==> src/rtl/l1d_top_if.sv <==
// ============================================================
// Module : l1d_top_if
// Upstream request/ack and downstream refill/evict bus bundle.
// Revision: 1.0
// ============================================================
`default_nettype none

interface l1d_top_if;
  logic        upstream_req_vld;
  logic        upstream_req_rdy;
  logic [64:0] upstream_req_pld;
  logic        cancel_last_trans;
  logic        clear_mshr_rd;
  logic        upstream_tag_hit;
  logic        upstream_ack_en;
  logic [31:0] upstream_ack_dat;
  logic [64:0] upstream_sb_pld;
  logic        downstream_req_vld;
  logic        downstream_req_rdy;
  logic [29:0] downstream_req_pld;
  logic [1:0]  downstream_req_id;
  logic        downstream_rsp_vld;
  logic        downstream_rsp_rdy;
  logic [31:0] downstream_rsp_pld;
  logic [1:0]  downstream_rsp_id;
  logic        downstream_evict_vld;
  logic        downstream_evict_rdy;
  logic [61:0] downstream_evict_pld;

  // Environment side: issues upstream requests, answers downstream traffic
  modport master (
    output upstream_req_vld, upstream_req_pld, cancel_last_trans, clear_mshr_rd,
           downstream_req_rdy, downstream_rsp_vld, downstream_rsp_pld, downstream_rsp_id,
           downstream_evict_rdy,
    input  upstream_req_rdy, upstream_tag_hit, upstream_ack_en, upstream_ack_dat,
           upstream_sb_pld, downstream_req_vld, downstream_req_pld, downstream_req_id,
           downstream_rsp_rdy, downstream_evict_vld, downstream_evict_pld
  );

  // Cache side
  modport slave (
    input  upstream_req_vld, upstream_req_pld, cancel_last_trans, clear_mshr_rd,
           downstream_req_rdy, downstream_rsp_vld, downstream_rsp_pld, downstream_rsp_id,
           downstream_evict_rdy,
    output upstream_req_rdy, upstream_tag_hit, upstream_ack_en, upstream_ack_dat,
           upstream_sb_pld, downstream_req_vld, downstream_req_pld, downstream_req_id,
           downstream_rsp_rdy, downstream_evict_vld, downstream_evict_pld
  );
endinterface

`default_nettype wire

==> src/rtl/l1d_top.sv <==
// ============================================================
// Module : l1d_top
// Direct-mapped 16-line write-back/write-allocate L1D, one miss at a time.
// Option : L1D_SB_PLD_EN exports the last committed store on upstream_sb_pld.
// Revision: 1.0
// ============================================================
`default_nettype none

module l1d_top (
  input  logic     clk,
  input  logic     rst_n,
  l1d_top_if.slave bus
);
  localparam int c_LINES = 16;

  typedef enum logic [1:0] {IDLE = 2'd0, EVICT = 2'd1, REQ = 2'd2, WAIT = 2'd3} state_t;

  state_t      r_state, w_state_nxt;

  logic        r_lk_vld, r_lk_op;
  logic [31:0] r_lk_addr, r_lk_wdata;
  logic        r_ms_op;
  logic [31:0] r_ms_addr, r_ms_wdata;
  logic [1:0]  r_id_cnt, r_wait_id;
  logic        r_clr_seen;
  logic        r_ack_en;
  logic [31:0] r_ack_dat;

  logic [c_LINES-1:0] r_valid, r_dirty;
  logic [25:0]        r_tag  [c_LINES];
  logic [31:0]        r_data [c_LINES];

  logic [3:0]  w_lk_idx, w_ms_idx;
  logic        w_lk_live, w_lk_hit, w_lk_miss, w_victim_dirty;
  logic        w_accept, w_evict_done, w_req_done, w_rsp_match;
  logic        w_wr_en, w_wr_dirty;
  logic [31:0] w_wr_addr, w_wr_data;

  assign w_lk_idx       = r_lk_addr[5:2];
  assign w_ms_idx       = r_ms_addr[5:2];
  assign w_lk_live      = r_lk_vld && !bus.cancel_last_trans;
  assign w_lk_hit       = w_lk_live && r_valid[w_lk_idx] && (r_tag[w_lk_idx] == r_lk_addr[31:6]);
  assign w_lk_miss      = w_lk_live && !w_lk_hit;
  assign w_victim_dirty = r_valid[w_lk_idx] && r_dirty[w_lk_idx];
  assign w_accept       = bus.upstream_req_vld && bus.upstream_req_rdy;
  assign w_evict_done   = (r_state == EVICT) && bus.downstream_evict_rdy;
  assign w_req_done     = (r_state == REQ) && bus.downstream_req_rdy;
  assign w_rsp_match    = (r_state == WAIT) && bus.downstream_rsp_vld
                          && (bus.downstream_rsp_id == r_wait_id);

  assign bus.upstream_tag_hit = w_lk_hit;
  assign bus.upstream_ack_en  = w_lk_hit || r_ack_en;
  assign bus.upstream_ack_dat = w_lk_hit ? (r_lk_op ? 32'd0 : r_data[w_lk_idx])
                                         : (r_ack_en ? r_ack_dat : 32'd0);
  assign bus.downstream_req_id = r_id_cnt;

  always_ff @(posedge clk or posedge rst_n) begin
    if (rst_n) r_state <= IDLE;
    else       r_state <= w_state_nxt;
  end

  always_comb begin
    w_state_nxt              = r_state;
    bus.upstream_req_rdy     = 1'b0;
    bus.downstream_req_vld   = 1'b0;
    bus.downstream_req_pld   = '0;
    bus.downstream_rsp_rdy   = 1'b0;
    bus.downstream_evict_vld = 1'b0;
    bus.downstream_evict_pld = '0;
    case (r_state)
      IDLE: begin
        bus.upstream_req_rdy = !r_lk_vld && !rst_n;
        if (w_lk_miss) begin
          if (w_victim_dirty) w_state_nxt = EVICT;
          else if (!r_lk_op)  w_state_nxt = REQ;
        end
      end
      EVICT: begin
        bus.downstream_evict_vld = 1'b1;
        bus.downstream_evict_pld = {r_tag[w_ms_idx], w_ms_idx, r_data[w_ms_idx]};
        if (bus.downstream_evict_rdy) w_state_nxt = r_ms_op ? IDLE : REQ;
      end
      REQ: begin
        bus.downstream_req_vld = 1'b1;
        bus.downstream_req_pld = r_ms_addr[31:2];
        if (bus.downstream_req_rdy) w_state_nxt = WAIT;
      end
      WAIT: begin
        bus.downstream_rsp_rdy = 1'b1;
        if (w_rsp_match) w_state_nxt = IDLE;
      end
      default: w_state_nxt = IDLE;
    endcase
  end

  // Single array write port: store hit / clean store miss, store after eviction, refill
  always_comb begin
    w_wr_en    = 1'b0;
    w_wr_dirty = 1'b1;
    w_wr_addr  = r_lk_addr;
    w_wr_data  = r_lk_wdata;
    if (w_lk_live && r_lk_op && (w_lk_hit || !w_victim_dirty)) begin
      w_wr_en = 1'b1;
    end else if (w_evict_done && r_ms_op) begin
      w_wr_en   = 1'b1;
      w_wr_addr = r_ms_addr;
      w_wr_data = r_ms_wdata;
    end else if (w_rsp_match) begin
      w_wr_en    = 1'b1;
      w_wr_dirty = 1'b0;
      w_wr_addr  = r_ms_addr;
      w_wr_data  = bus.downstream_rsp_pld;
    end
  end

  always_ff @(posedge clk or posedge rst_n) begin
    if (rst_n) begin
      r_lk_vld   <= 1'b0;
      r_lk_op    <= 1'b0;
      r_lk_addr  <= '0;
      r_lk_wdata <= '0;
      r_ms_op    <= 1'b0;
      r_ms_addr  <= '0;
      r_ms_wdata <= '0;
      r_id_cnt   <= '0;
      r_wait_id  <= '0;
      r_clr_seen <= 1'b0;
      r_ack_en   <= 1'b0;
      r_ack_dat  <= '0;
      r_valid    <= '0;
      r_dirty    <= '0;
      for (int i = 0; i < c_LINES; i++) begin
        r_tag[i]  <= '0;
        r_data[i] <= '0;
      end
    end else begin
      r_ack_en <= 1'b0;
      r_lk_vld <= w_accept;
      if (w_accept) begin
        r_lk_op    <= bus.upstream_req_pld[64];
        r_lk_addr  <= bus.upstream_req_pld[63:32];
        r_lk_wdata <= bus.upstream_req_pld[31:0];
      end
      if (w_lk_miss) begin
        r_ms_op    <= r_lk_op;
        r_ms_addr  <= r_lk_addr;
        r_ms_wdata <= r_lk_wdata;
        if (r_lk_op && !w_victim_dirty) r_ack_en <= 1'b1;
      end
      if (w_evict_done && r_ms_op) r_ack_en <= 1'b1;
      if (w_req_done) begin
        r_wait_id  <= r_id_cnt;
        r_id_cnt   <= r_id_cnt + 2'd1;
        r_clr_seen <= 1'b0;
      end else if ((r_state == WAIT) && bus.clear_mshr_rd) begin
        r_clr_seen <= 1'b1;
      end
      // A clear in the response cycle itself also suppresses the ack
      if (w_rsp_match) begin
        r_ack_en  <= !(r_clr_seen || bus.clear_mshr_rd);
        r_ack_dat <= bus.downstream_rsp_pld;
      end
      if (w_wr_en) begin
        r_valid[w_wr_addr[5:2]] <= 1'b1;
        r_dirty[w_wr_addr[5:2]] <= w_wr_dirty;
        r_tag[w_wr_addr[5:2]]   <= w_wr_addr[31:6];
        r_data[w_wr_addr[5:2]]  <= w_wr_data;
      end
    end
  end

`ifdef L1D_SB_PLD_EN
  logic [64:0] r_sb_pld;
  always_ff @(posedge clk or posedge rst_n) begin
    if (rst_n)                        r_sb_pld <= '0;
    else if (w_wr_en && w_wr_dirty)   r_sb_pld <= {1'b1, w_wr_addr, w_wr_data};
  end
  assign bus.upstream_sb_pld = r_sb_pld;
`else
  logic w_unused_ok;
  assign w_unused_ok         = ^w_wr_addr[1:0];
  assign bus.upstream_sb_pld = '0;
`endif

endmodule

`default_nettype wire

==> src/flat_wrapper.sv <==
// flat-port wrapper written by rule: the top's interface ports become plain ports
module l1d_top_flat 
  (clk, rst_n, bus_upstream_req_vld, bus_upstream_req_pld, bus_cancel_last_trans, bus_clear_mshr_rd, bus_downstream_req_rdy, bus_downstream_rsp_vld, bus_downstream_rsp_pld, bus_downstream_rsp_id, bus_downstream_evict_rdy, bus_upstream_req_rdy, bus_upstream_tag_hit, bus_upstream_ack_en, bus_upstream_ack_dat, bus_upstream_sb_pld, bus_downstream_req_vld, bus_downstream_req_pld, bus_downstream_req_id, bus_downstream_rsp_rdy, bus_downstream_evict_vld, bus_downstream_evict_pld);
  l1d_top_if bus_i ();
  input  logic clk;
  input  logic rst_n;
  input wire logic [$bits(bus_i.upstream_req_vld)-1:0] bus_upstream_req_vld;
  input wire logic [$bits(bus_i.upstream_req_pld)-1:0] bus_upstream_req_pld;
  input wire logic [$bits(bus_i.cancel_last_trans)-1:0] bus_cancel_last_trans;
  input wire logic [$bits(bus_i.clear_mshr_rd)-1:0] bus_clear_mshr_rd;
  input wire logic [$bits(bus_i.downstream_req_rdy)-1:0] bus_downstream_req_rdy;
  input wire logic [$bits(bus_i.downstream_rsp_vld)-1:0] bus_downstream_rsp_vld;
  input wire logic [$bits(bus_i.downstream_rsp_pld)-1:0] bus_downstream_rsp_pld;
  input wire logic [$bits(bus_i.downstream_rsp_id)-1:0] bus_downstream_rsp_id;
  input wire logic [$bits(bus_i.downstream_evict_rdy)-1:0] bus_downstream_evict_rdy;
  output wire logic [$bits(bus_i.upstream_req_rdy)-1:0] bus_upstream_req_rdy;
  output wire logic [$bits(bus_i.upstream_tag_hit)-1:0] bus_upstream_tag_hit;
  output wire logic [$bits(bus_i.upstream_ack_en)-1:0] bus_upstream_ack_en;
  output wire logic [$bits(bus_i.upstream_ack_dat)-1:0] bus_upstream_ack_dat;
  output wire logic [$bits(bus_i.upstream_sb_pld)-1:0] bus_upstream_sb_pld;
  output wire logic [$bits(bus_i.downstream_req_vld)-1:0] bus_downstream_req_vld;
  output wire logic [$bits(bus_i.downstream_req_pld)-1:0] bus_downstream_req_pld;
  output wire logic [$bits(bus_i.downstream_req_id)-1:0] bus_downstream_req_id;
  output wire logic [$bits(bus_i.downstream_rsp_rdy)-1:0] bus_downstream_rsp_rdy;
  output wire logic [$bits(bus_i.downstream_evict_vld)-1:0] bus_downstream_evict_vld;
  output wire logic [$bits(bus_i.downstream_evict_pld)-1:0] bus_downstream_evict_pld;
  assign bus_i.upstream_req_vld = bus_upstream_req_vld;
  assign bus_i.upstream_req_pld = bus_upstream_req_pld;
  assign bus_i.cancel_last_trans = bus_cancel_last_trans;
  assign bus_i.clear_mshr_rd = bus_clear_mshr_rd;
  assign bus_i.downstream_req_rdy = bus_downstream_req_rdy;
  assign bus_i.downstream_rsp_vld = bus_downstream_rsp_vld;
  assign bus_i.downstream_rsp_pld = bus_downstream_rsp_pld;
  assign bus_i.downstream_rsp_id = bus_downstream_rsp_id;
  assign bus_i.downstream_evict_rdy = bus_downstream_evict_rdy;
  assign bus_upstream_req_rdy = bus_i.upstream_req_rdy;
  assign bus_upstream_tag_hit = bus_i.upstream_tag_hit;
  assign bus_upstream_ack_en = bus_i.upstream_ack_en;
  assign bus_upstream_ack_dat = bus_i.upstream_ack_dat;
  assign bus_upstream_sb_pld = bus_i.upstream_sb_pld;
  assign bus_downstream_req_vld = bus_i.downstream_req_vld;
  assign bus_downstream_req_pld = bus_i.downstream_req_pld;
  assign bus_downstream_req_id = bus_i.downstream_req_id;
  assign bus_downstream_rsp_rdy = bus_i.downstream_rsp_rdy;
  assign bus_downstream_evict_vld = bus_i.downstream_evict_vld;
  assign bus_downstream_evict_pld = bus_i.downstream_evict_pld;
  l1d_top u_core (.clk(clk), .rst_n(rst_n), .bus(bus_i));
endmodule
==> config.mk <==
export PLATFORM = sky130hd
export DESIGN_NAME = l1d_top_flat
export DESIGN_NICKNAME = d
export VERILOG_FILES = /design/src/rtl/l1d_top_if.sv /design/src/rtl/l1d_top.sv /design/src/flat_wrapper.sv
export SDC_FILE = /design/constraint.sdc
export NUM_CORES = 2
export LEC_CHECK = 0
export BUFFER_PORTS_ARGS = -buffer_cell sky130_fd_sc_hd__buf_2
export CAP_MARGIN = 20
export CORE_UTILIZATION = 41
export DETAILED_ROUTE_END_ITERATION = 16
export GPL_TIMING_DRIVEN = 0
export PLACE_DENSITY = 0.59
export SETUP_SLACK_MARGIN = 0.05
export SYNTH_ARGS = -nofsm -noshare
export SYNTH_HDL_FRONTEND = slang
export SYNTH_SLANG_ARGS = --single-unit
export TNS_END_PERCENT = 50
==> constraint.sdc <==
create_clock -name clk -period 54.1 [get_ports clk]
set_input_delay 10.82 -clock clk [delete_from_list [all_inputs] [get_ports clk]]
set_output_delay 10.82 -clock clk [all_outputs]
set_load 0.005 [all_outputs]
==> After elaboration in Yosys (flattened, before gate mapping) <==
Cells that the tools add are included.
{ "classes": {"addsub": 1, "n_lt_le_gt_ge": 7, "eq_ne": 10, "mux": 60, "bitwise_logic": 4, "n_reduce_logical": 30} }
{ "ops": {"columns": ["op", "count"], "rows": [
  ["$bwmux W512", 1],
  ["$mux W32", 14],
  ["$bwmux W416", 1],
  ["$bmux W32 S4", 2],
  ["$bmux W26 S4", 2],
  ["$mux W26", 5],
  ["$demux W32 S4", 1],
  ["$demux W26 S4", 1],
  ["$mux W62", 1],
  ["$mux W30", 1],
  ["$eq A26 B26 Y1", 1],
  ["$mux W1", 19],
  ["$logic_and A1 B1 Y1", 18],
  ["$bwmux W16", 1],
  ["$or A16 B16 Y16", 1],
  ["$ge A5 B5 Y1 const B", 3],
  ["$not A4 Y5", 3],
  ["$mux W2", 7],
  ["$lt A4 B5 Y1 const B", 2],
  ["$bmux W1 S4", 2],
  ["$pmux W2 S4", 1],
  ["$logic_not A1 Y1", 6],
  ["$lt A5 B1 Y1 const B", 1],
  ["$reduce_and A5 Y1", 1],
  ["12 further kinds", 17]
]} }
{ "totals": {"register_bits": 1131, "in_bits": 107, "out_inout_bits": 197, "elab_cells": 159} }

==> Depth between registers and ports, before layout <==
{ "logic_depth": {"depth_word": 15, "mapped_depth": 19, "mapped_depth_nobuf": 10} }

==> Worst setup path before layout <==
OpenSTA, ideal clock, no wires.
{ "synth_timing": {"path_type": "input -> output", "startpoint": "input port bus_cancel_last_trans", "endpoint": "output port bus_upstream_ack_dat[0]", "arrival_time_ns": 12.377, "required_time_ns": 43.280, "slack_ns": 30.903, "stages": 8, "n_path_buf": 2, "cell_sequence": "nor2b_1 > o2111a_1 > o2111ai_1 > nor3_1 > nand4_1 > clkbuf_1 > clkbuf_1 > o21ai_0"} }
{ "synth_via": {"elab_chain_len": 5} }
{ "synth_rtl": {"columns": ["element", "line_no", "rtl"], "rows": [
  ["from (decl)", "flat_wrapper.sv:9", "input wire logic [$bits(bus_i.cancel_last_trans)-1:0] bus_cancel_last_trans;"],
  ["$logic_not A1 Y1", "l1d_top.sv:41", "assign w_lk_live = r_lk_vld && !bus.cancel_last_trans;"],
  ["$logic_and A1 B1 Y1", "l1d_top.sv:41", null],
  ["$logic_and A1 B1 Y1 (2 in series)", "l1d_top.sv:42", "assign w_lk_hit = w_lk_live && r_valid[w_lk_idx] && (r_tag[w_lk_idx] == r_lk_addr[31:6]);"],
  ["$mux W32", "l1d_top.sv:53", "assign bus.upstream_ack_dat = w_lk_hit ? (r_lk_op ? 32'd0 : r_data[w_lk_idx])"],
  ["to (decl)", "flat_wrapper.sv:19", "output wire logic [$bits(bus_i.upstream_ack_dat)-1:0] bus_upstream_ack_dat;"]
]} }
No other way between the ends.

==> Worst setup path in the final report <==
{ "layout_timing": {"startpoint": "input port bus_cancel_last_trans", "endpoint": "output port bus_upstream_ack_dat[11]"} }
Same word-level chain as after synthesis.

==> impl.org <==
** Timing
- Across the routed clock network, the largest skew measured is 0.03091 ns.
- Setup repair after global routing left no endpoint under its margin.
- The count of endpoints failing hold in the final timing report is 0.
- Fin crit share :: 0.4658
- Setup WS post-layout :: 28.90 ns
- At the pin with the least slew margin, the transition time is around 1.2 ns.
- Shortest clock period the worst path allows after layout :: 25.20 ns
- The final number of max-transition violations is 0.
- In this run the tightest slew margin relative to its limit is 0.1949.
- Timing would allow up to 39.68 MHz.
- Number of setup violations in the final report :: 0
- The tightest hold path in the finished design has a slack of between 0.4 and 0.5 ns.

** Final layout
- Area taken by flip-flops and latches :: roughly 28000 sq um
- Share of post-route cells with drive strength above 1 :: 0.3794
- Area of combinational cells with multiple inputs :: slightly below 30000 sq um
- Most common library cell in the layout ignoring fill and taps :: sky130_fd_sc_hd__dfrtp_1
- NumNets Final :: approximately 5000
- Most frequent cells in the layout :: 1127 x sky130_fd_sc_hd__dfrtp_1, 568 x sky130_fd_sc_hd__mux2i_1, 541 x sky130_fd_sc_hd__mux4_2
- The filler cells instantiated in the layout total 13020.
- The area growth from synthesis to layout is 15.10%.

** CTS
- Setup bufs post-CTS :: 0
- At the later pin of the worst-skew pair, clock insertion delay measures 0.80 ns.
- Buffers inserted during clock tree synthesis total 134.
- Number of gates resized after cts :: 0
- CTS tree :: done
- The tree is rooted in a sky130_fd_sc_hd__clkbuf_16.
- Counting every sink on the clock net gives 1127.
- H-tree levels :: 4
- Clock-pin transition on the worst setup and hold timing paths :: 0.06 ns
- Number of buffers on the longest clock path :: 3
- Post-cts hold buffer count :: 0

** Routing
- The final route contains 40360 vias.
- The pre-antenna-repair detailed-routing pass consisted of 6 iterations.
- Final WL :: 212.2 mm
- The detail route stage leaves a number of antenna-violating nets equal to 0.
- Post-route DRC violation count :: 0
- For this block, the initial DRC count from the detailed router was 3989.
- Routed len/inst :: 30.84 um
- Average vias per placed instance :: 5.866

** Synth
- The synthesized design contains 1127 register bits.
- Cell taking the most area after synthesis :: sky130_fd_sc_hd__dfrtp_1
- Number of distinct standard cells referenced by the synthesized netlist :: 71
- Count of synthesis-stage warnings from yosys :: 0
- Synth Cell Area :: roughly 61000 sq um
- Post-synthesis sequential area ratio :: 0.4608
- Post-synth EDFFs :: 0
- Top FF cell, synth :: sky130_fd_sc_hd__dfrtp_1
- The average instance in the mapped netlist occupies 14.05 sq um.
- Synth top area cells :: sky130_fd_sc_hd__dfrtp_1 46%, sky130_fd_sc_hd__mux4_2 20%, sky130_fd_sc_hd__mux2i_1 9.3%
- Of the post-synthesis cell area, the dominant cell type holds 0.4608.
- After technology mapping, the gate count stands at 4356.
- Fraction of synthesis flops using an asynchronous set or reset pin :: 1.000

** Worst hold path
- The min-delay analysis places its worst path in the category flop to flop.

** Floorplan
- Ports placed on the boundary :: ~300
- Measured along the x axis, the die boundary spans 388.4 um.
- The die is 388.4 um tall.
- Initial core utilization :: 0.4135
- Row generation in the floorplan step produced roughly 140 rows.
- Die outline area :: 150800 sq um
- Area of the placeable core :: 148000 sq um

** Power and ir drop
- Relative contribution of sequential cells to total power :: 0.331
- Switching share of power :: 0.3939
- Internal Dissipation :: 2492 uW
- In this run the power spent charging and discharging nets is 1620 uW.
- Cell leakage power :: 0.03135 uW
- The design draws 4112 uW.
- Dividing total power by cell area gives a power density of ~58 nW/um^2.
- Gate power share :: 0.448
- Of the total power, the clock network draws 0.221.
- IR analysis of the VDD net gives a maximum drop of 0.03694 mV.

** GRT
- Entering global routing, the biggest net connects 130 pins.
- For this run, the total global-route usage over all layers was measured as 0.2831.
- The total overflow left after global routing is 0.
- Initial antenna violation count :: 8
- Via count of the first global-routing pass :: 41460
- The first global-routing pass estimated 305.1 mm of wire.

** Setup path
- Destination of the worst register-to-register timing path :: u_core.r_ms_addr[4]
- The most critical setup path has its endpoint at bus_upstream_ack_dat[11].
- The most critical setup path has its startpoint at bus_cancel_last_trans.
- The startpoint identified for the worst register-to-register timing path is u_core.r_lk_addr[4].
- STA classifies the critical path endpoint as an output port.
- Number of cells traversed by the worst register-to-register path :: 15
- STA puts the critical path data arrival time at between 10 and 15 ns.
- Launching element type of the critical path :: input port
- Endpoint required time on the critical path :: 43.28 ns
- The setup check on the worst reg-to-reg path leaves a slack of 46.66 ns.
- WS Path Type :: input port to output port
- Along the worst path, the maximum fanout reaches 10.

** Placed design
- Weighted congestion reported at the end of routability-driven placement :: 0.9055
- Port buffering added 236 buffers.
- Prior to clock tree synthesis, the placed netlist has a worst setup slack of ~29 ns.
- The HPWL after detailed placement is 148.5 mm.

** Job
- Across the run, the number of max-cap violations was 0.

** Outcome
- The run finished with clean final reports.
-- power by group through the flow --
stage | clock, uW | combinational [uW] | sequential, uW
floorplan | 0 | 1190 | 1290
global placement | 0 | 1750 | 1360
detailed placement | 0 | 1820 | 1360
CTS | 923 | 1830 | 1350
global route | 955 | 1940 | 1390
finish | 909 | 1840 | 1360
-- how the worst min path moves through the flow --
stage	from	end	cells past startpoint
after floorplan	u_core.r_valid[10]	u_core.r_valid[10]	1
after global placement	u_core.r_valid[13]	u_core.r_valid[13]	1
after detailed placement	u_core.r_valid[2]	u_core.r_valid[2]	1
after CTS	u_core.r_valid[11]	u_core.r_valid[11]	1
after global routing	u_core.r_valid[1]	u_core.r_valid[1]	1
final	u_core.r_valid[0]	u_core.r_valid[0]	1
-- cell usage after synthesis (all sizes together) (5+ instances only) --
master and count:
a21oi 16, a221oi 7, a22oi 28, a31oi 5, and2 96, and3 7, buf 298, clkbuf 133
dfrtp 1127, inv 521, mux2 614, mux2i 568, mux4 541, nand2 41, nand2b 38, nand3 42
nand4 7, nor2 12, nor2b 12, nor3 5, nor4 8, o211ai 5, o21ai 63, o22a 34
o22ai 37, or2 16, xnor2 20, xor2 10
-- state kept, by name, summed over array words and instances, names as in the netlist --
name and count:
u_core.r_ms_op 1, u_core.r_data 512, u_core.r_clr_seen 1, u_core.r_dirty 16
u_core.r_wait_id 2, u_core.r_lk_addr 30, u_core.r_lk_vld 1, u_core.r_state 2
u_core.r_tag 416, u_core.r_ack_en 1, u_core.r_lk_op 1, u_core.bus.downstream_req_id 2
u_core.r_ms_addr 30, u_core.r_valid 16, u_core.r_ack_dat 32, u_core.r_lk_wdata 32
u_core.r_ms_wdata 32
-- per-layer routing --
layer	global-route usage	wire, um	vias to the layer above
li1	-	-	16690
met1	0.3878	88460	21470
met2	0.4347	97480	1765
met3	0.07031	17880	435
met4	0.1060	8328	4
met5	0	24	-
-- worst max-delay path: stages --
cell and delay [ns]:
sky130_fd_sc_hd__buf_2 0.11, sky130_fd_sc_hd__nor2b_1 0.17, sky130_fd_sc_hd__buf_4 0.25, sky130_fd_sc_hd__o2111a_1 0.23
sky130_fd_sc_hd__o2111ai_1 0.16, sky130_fd_sc_hd__nor3_1 0.24, sky130_fd_sc_hd__nand4_1 0.60, sky130_fd_sc_hd__clkbuf_1 0.47
sky130_fd_sc_hd__buf_1 0.53, sky130_fd_sc_hd__nand3_1 0.34, sky130_fd_sc_hd__o21ai_0 0.21, sky130_fd_sc_hd__buf_2 0.21
-- metrics by stage --
stage / instance area, sq um / TNS, ns / cells / utilization
2_1_floorplan: 61450 / 0 / 4420 / -
3_3_place_gp: 65040 / -2991.82 / 6586 / 0.4394
3_5_place_dp: 65970 / 0 / 6637 / 0.4457
4_1_cts: 70320 / 0 / 6868 / 0.4751
5_1_grt: 70440 / 0 / 6877 / 0.4759
6_report: 70450 / 0 / 6880 / 0.4759
-- cell families (layout without fill, tap and decap cells) --
| kind of cell | Yosys count | count (layout) | synth area share |
|---|---|---|---|
| AO/OA/AOI/OAI | 217 | 217 | 0.02907 |
| flip-flops | 1127 | 1127 | 0.4608 |
| multiplexers | 1723 | 1723 | 0.4070 |
| other | 1 | 68 | 0.00006127 |
| XOR/XNOR | 30 | 30 | 0.004293 |
| buffers and inverters | 953 | 1480 | 0.06989 |
| AND/OR/NAND/NOR | 305 | 305 | 0.02895 |
-- layout make-up --
type	count	area share
clock buffers	190	0.05476
multi-input cells	2340	0.4112
inverters	522	0.02792
well taps	1930	0.03428
plain buffers	431	0.03296
diodes	3	0.0001066
repair buffers	296	0.03154
flip-flops and latches	1127	0.4003
clock inverters	41	0.006927
No activity file was read; power rests on OpenSTA's default activity.
